$ cat config.mk
export PLATFORM = sky130hd
export DESIGN_NAME = pc_update_unit
export DESIGN_NICKNAME = d
export VERILOG_FILES = /design/src/rtl/pc_update_unit.sv
export SDC_FILE = /design/constraint.sdc
export NUM_CORES = 1
export LEC_CHECK = 0
export ABC_AREA = 1
export BUFFER_PORTS_ARGS = -buffer_cell sky130_fd_sc_hd__buf_2
export CORE_ASPECT_RATIO = 2
export CORE_MARGIN = 8
export CORE_UTILIZATION = 45
export CTS_CLUSTER_DIAMETER = 60
export CTS_CLUSTER_SIZE = 30
export DETAILED_ROUTE_END_ITERATION = 12
export PLACE_DENSITY = 0.85
export SLEW_MARGIN = 10
export SYNTH_ARGS = -nofsm -noshare
export SYNTH_HDL_FRONTEND = slang
export SYNTH_SLANG_ARGS = --single-unit
$ cat constraint.sdc
create_clock -name clk_i -period 2 [get_ports clk_i]
set_clock_uncertainty 0.15 [all_clocks]
set_input_delay 0.4 -clock clk_i [delete_from_list [all_inputs] [get_ports clk_i]]
set_output_delay 0.4 -clock clk_i [all_outputs]
set_load 0.03 [all_outputs]
$ cat src/rtl/pc_update_unit.sv
// Purpose: program-counter stage; holds the PC, offers PC+4, selects the next PC (jump/beq/bne/+4).
// Latency: a redirect sampled at edge n is visible on pc_o right after that edge; one instruction per cycle.
// Backpressure: busywait_i=1 at an edge freezes the PC and counts stall cycles; redirects apply at the exit edge.
//
// Ports:
//   clk_i, rst_n_i                 clock and asynchronous active-low reset
//   target_addr_i                  branch/jump target from the target-address adder
//   jump_i, branch_i, bne_i, zero_i  redirect controls and ALU zero flag
//   busywait_i                     memory stall request
//   pc_o, pc_plus4_o               current PC (registered) and PC+4 (combinational)
//   imem_read_o                    instruction fetch request (registered)
//   stall_cnt_o                    saturating length of the current/most recent stall
// Build option: define BNE_EN to let bne_i take part in next-PC selection.
module pc_update_unit #(
  parameter logic [31:0] RESET_PC    = 32'd0,
  parameter int          STALL_CNT_W = 8
) (
  input  logic                   clk_i,
  input  logic                   rst_n_i,
  input  logic [31:0]            target_addr_i,
  input  logic                   jump_i,
  input  logic                   branch_i,
  input  logic                   bne_i,
  input  logic                   zero_i,
  input  logic                   busywait_i,
  output logic [31:0]            pc_o,
  output logic [31:0]            pc_plus4_o,
  output logic                   imem_read_o,
  output logic [STALL_CNT_W-1:0] stall_cnt_o
);

  typedef enum logic [1:0] {
    S_BOOT  = 2'd0,
    S_RUN   = 2'd1,
    S_STALL = 2'd2
  } state_e;

  state_e                 state_q, state_d;
  logic [31:0]            pc_q, pc_d;
  logic                   imem_read_q, imem_read_d;
  logic [STALL_CNT_W-1:0] stall_cnt_q, stall_cnt_d;

  logic [31:0] pc_plus4;
  logic        redirect;
  logic [31:0] next_pc;

  // Modulo-2^32 increment: 32'hFFFF_FFFC wraps to 0.
  assign pc_plus4 = pc_q + 32'd4;

  // jump, beq and (optionally) bne all share the single target address,
  // so priority only matters for deciding whether to redirect at all.
`ifdef BNE_EN
  assign redirect = jump_i | (branch_i & zero_i) | (bne_i & ~zero_i);
`else
  logic unused_bne;
  assign unused_bne = bne_i;
  assign redirect   = jump_i | (branch_i & zero_i);
`endif

  assign next_pc = redirect ? target_addr_i : pc_plus4;

  always_comb begin
    state_d     = state_q;
    pc_d        = pc_q;
    stall_cnt_d = stall_cnt_q;
    unique case (state_q)
      S_BOOT: begin
        // One fetch cycle at RESET_PC before the PC starts advancing.
        state_d = S_RUN;
      end
      S_RUN: begin
        if (busywait_i) begin
          state_d     = S_STALL;
          stall_cnt_d = STALL_CNT_W'(1);
        end else begin
          pc_d = next_pc;
        end
      end
      S_STALL: begin
        if (busywait_i) begin
          if (stall_cnt_q != {STALL_CNT_W{1'b1}}) begin
            stall_cnt_d = stall_cnt_q + STALL_CNT_W'(1);
          end
        end else begin
          // Redirect inputs are taken as they stand at the exit edge.
          state_d = S_RUN;
          pc_d    = next_pc;
        end
      end
      default: begin
        state_d = S_BOOT;
      end
    endcase
    // Fetch is requested in every state except BOOT.
    imem_read_d = (state_d != S_BOOT);
  end

  always_ff @(posedge clk_i or negedge rst_n_i) begin
    if (!rst_n_i) begin
      state_q     <= S_BOOT;
      pc_q        <= RESET_PC;
      imem_read_q <= 1'b0;
      stall_cnt_q <= '0;
    end else begin
      state_q     <= state_d;
      pc_q        <= pc_d;
      imem_read_q <= imem_read_d;
      stall_cnt_q <= stall_cnt_d;
    end
  end

  assign pc_o        = pc_q;
  assign pc_plus4_o  = pc_plus4;
  assign imem_read_o = imem_read_q;
  assign stall_cnt_o = stall_cnt_q;

endmodule

# Yosys cells after proc, flatten, opt, wreduce, memory -nomap -nowiden
# Index checks and enable logic that the tools add are counted.
# word_totals
wordCells,29
in_bits,39
ff_bits,43
output_inout_bits,73
# op_classes
n_bitwise,3
n_eq_ne,6
reduce_logical,6
addsub,2
mux,8
# ops
operator,n
"32-bit by 3-bit adder with 32-bit output, second input constant",1
32-bit 2-to-1 mux,1
8-bit 2-to-1 mux,3
8-bit one-hot mux with 2 select lines,1
"8-bit by 1-bit adder with 8-bit output, second input constant",1
"8-bit inequality test, second input constant",1
"2-bit inequality test, second input constant",3
2-bit one-hot mux with 3 select lines,1
2-bit 2-to-1 mux,2
4-bit AND reduction,1
2-bit nonzero test,2
"2-bit by 1-bit == test with 1-bit output, second input constant",1
"2-bit == test, second input constant",1
2-bit logical NOT,1
2-bit AND reduction,1
2-bit OR reduction,1
1-bit AND,1
1-bit NOT,1
1-bit bitwise OR,1

# Longest topological paths before layout
# depth
ltp_word,4
ltp_mapped,11
depth_no_buf,10

# Least setup slack after synthesis
# OpenSTA, ideal clock, no wires.
# synth_path
path_kind,reg-to-output
startpoint,register pc_q[2] (netlist: pc_o[2])
endpoint,output port pc_plus4_o[15]
stages_incl_launch_ff,6
path_buffers,0
t_arrival_ns,1.854
path_slack_ns,-0.404
cell_sequence,dfrtp_1 -> inv_1 -> nor2_1 -> nand2_1 -> nor2_1 -> xor2_1
# synth_between
elab_chain_len,1
# synth_rtl
element,line_no,source
start: declaration,39,"logic [31:0] pc_q, pc_d;"
start signal: assignment,106,pc_q <= pc_d;
32-bit by 3-bit adder with 32-bit output,48,assign pc_plus4 = pc_q + 32'd4;
end: declaration,27,"output logic [31:0] pc_plus4_o,"
# No other way between the ends.

# Worst setup path in the final report
# layout_path
startpoint,register pc_q[2] (netlist: pc_o[2])
endpoint,output port pc_plus4_o[24]
# Same word-level chain as after synthesis.

==> results.tsv <==
metric	value	unit
utilization	0.776	
yosys.area.top_type_share	0.354	
power	0.00828	W
critPathMaxFanout	3	
synth.largest_area_cell	dfrtp_1	
diodes	0	
path_clk_slew	0.06	ns
drive_above_1_share	0.454	
initial_core_util	0.462	
maxSlewViolCount	0	
violations	setup timing	
core_area	6570	um2
synth-seq-cells	43	
setup-violations-final	26	
ios	112	
avgRoutedWirePerCell	17.2	um
p_per_area	1620	nW/um2
dpl_cell_area	4350	um2
placementRows	42	
finalWorstSetupSlack	-0.386	ns
drc	0	
fin_crit_sh	1.19	
dpl_worst_slack	-0.207	ns
grt-ovfl-total	0	
htree_num_levels	2	
syn_inst	465	
rsz0062_at_grt	yes	
crit_arrival	1.84	ns
place.gp.congestion	0.941	
synth-main-ff-cell	dfrtp_1	
cts_tree	done	
grt_max_degree	44	
routed_wl	12600	um
synth-edff-count	0	
area_growth	67.9	%
yosysSeqAreaShare	0.354	
fin_area	5100	um2
start_kind	flop	
whs	0.0453	ns
cp-end-kind	output pin	
grt_pass1_vias	4023	
cp.required	1.45	ns
vias	3857	
final_nets	686	
die_x	74.1	um
grt.total_usage	0.246	
syn-num-nets	511	
slew_headroom	0.586	
synth.distinct_cells	30	
max_cap_viol_count	0	
placement.io_buffers	110	
p_leak	2.71	nW
synthTopCellsByArea	dfrtp_1, nand2_1, inv_1, nor2_1, xor2_1	
grt_pass1_wl	18800	um
netlist_area	3040	um2
ir_drop	1260	uV
drt_iter0_markers	334	
fmax	419	MHz
outcome	complete, but fails checks	
clk_latency	0.30	ns
hold_viol_final	0	
die_area	9800	um2
cts_buffers	5	
antenna_found_initial	0	
vias_per_cell	5.29	
cts-root-buf	clkbuf_16	
dr.pass1.iters	6	
dp_hpwl	8340	um
tightest_slew	0.621	ns
synthArstFlopShare	1.00	
yosysWarnings	0	
ant_nets	0	
critPathKind	reg2out	
die_y	132	um
syn-mean-instance-area	6.53	um2
fin_crit	2.39	ns
cts_sinks	43	
clockBufferDepth	2	
hp-class	in2async	
[stage by stage]
stage | setup TNS, ns | cells
2_1_floorplan | -0.489 | 465
3_3_place_gp | -0.568 | 702
3_5_place_dp | -1.25 | 702
4_1_cts | -6.73 | 720
5_1_grt | -9.08 | 729
6_report | -7.05 | 729
[logic make-up after synthesis]
logic type / count (synthesis) / synth area share
fa+ha+maj: 7 / 0.0288
flops: 43 / 0.354
buf+inv: 112 / 0.151
simple gates: 234 / 0.315
compound gates: 52 / 0.102
xor+xnor: 17 / 0.0490
[final timing paths]
kind                                  start        endpoint  slack, ns  depth (start not counted)
max                                 pc_o[2]  pc_plus4_o[24]      -0.39                          8
min                                 rst_n_i         pc_o[1]       0.05                          2
max reg2reg                      state_q[1]        pc_o[19]       0.03                         10
min reg2reg                         pc_o[1]         pc_o[1]       0.36                          2
max in group asynchronous           rst_n_i        pc_o[15]       1.19                          2
min in group clk_i         target_addr_i[1]         pc_o[1]       0.21                          3
[power by group]
group / switching, W / internal, W / leakage (nW)
logic: 0.00349 / 0.00218 / 2.10
clock network: 0.000357 / 0.000591 / 0.0781
registers: 0.000405 / 0.00125 / 0.530
total: 0.00426 / 0.00402 / 2.71
[state kept, by name, summed over array words and instances (netlist names)]
signal and flops:
pc_o 32, stall_cnt_o 8, imem_read_o 1, state_q 2
[worst max-delay path: stages (launching register included)]
cell and delay, ns:
dfrtp_2 0.41, ha_4 0.16, nand2_4 0.05, nor2_4 0.14
nand2_1 0.17, nor2_4 0.21, nand3_1 0.12, nand2_2 0.09
buf_2 0.19
[cells in the final DEF (no fill, tap or decap), drive strengths merged]
master    instances
o211ai            3
nor3              1
nand4             5
o21bai            4
o22ai            14
dfrtp            43
clkinvlp          1
a21oi             5
o21ai            21
nor2             44
o31ai             1
a211oi            1
ha                7
clkbuf            7
bufinv            1
o221ai            2
buf             180
inv              99
and2              3
a21o              1
xor2             16
xnor2             1
nand3            23
nand3b            1
or2               1
nand2           156
[cell usage after synthesis, types with 2 or more instances]
| cell | n |
|---|---|
| nand3_1 | 23 |
| nor2_1 | 38 |
| nand2_1 | 155 |
| buf_6 | 4 |
| ha_1 | 7 |
| and2_1 | 3 |
| o221ai_1 | 2 |
| inv_1 | 99 |
| nand4_1 | 5 |
| nor2_2 | 5 |
| o21ai_1 | 9 |
| dfrtp_1 | 43 |
| xor2_1 | 16 |
| buf_4 | 2 |
| o22ai_1 | 14 |
| a21oi_1 | 5 |
| o21bai_1 | 4 |
| clkbuf_1 | 6 |
| o211ai_1 | 3 |
| o21ai_0 | 12 |
[layout make-up]
type / instances / area, um2
Tap cell: 88 / 110
Timing Repair Buffer: 180 / 1300
Fill cell: 401 / 1470
Clock buffer: 7 / 133
Multi-Input combinational cell: 310 / 2050
Clock inverter: 1 / 30.0
Sequential cell: 43 / 1090
Inverter: 100 / 379
[what timing repair did]
action | CTS | global route
endpoints found under the setup margin | 34 | 45
gates resized for setup | 69 | 56
setup buffers | 10 | 12
hold buffers | 0 | 0
pin swaps | 17 | 20
[layer usage]
layer	global-route usage	vias to the layer above	routed length (um)
met5	0	-	0
met4	0.154	0	832
met3	0.0572	83	991
met2	0.451	223	6760
met1	0.227	1804	3980
li1	-	1747	-
No activity file was read; power rests on OpenSTA's default activity.
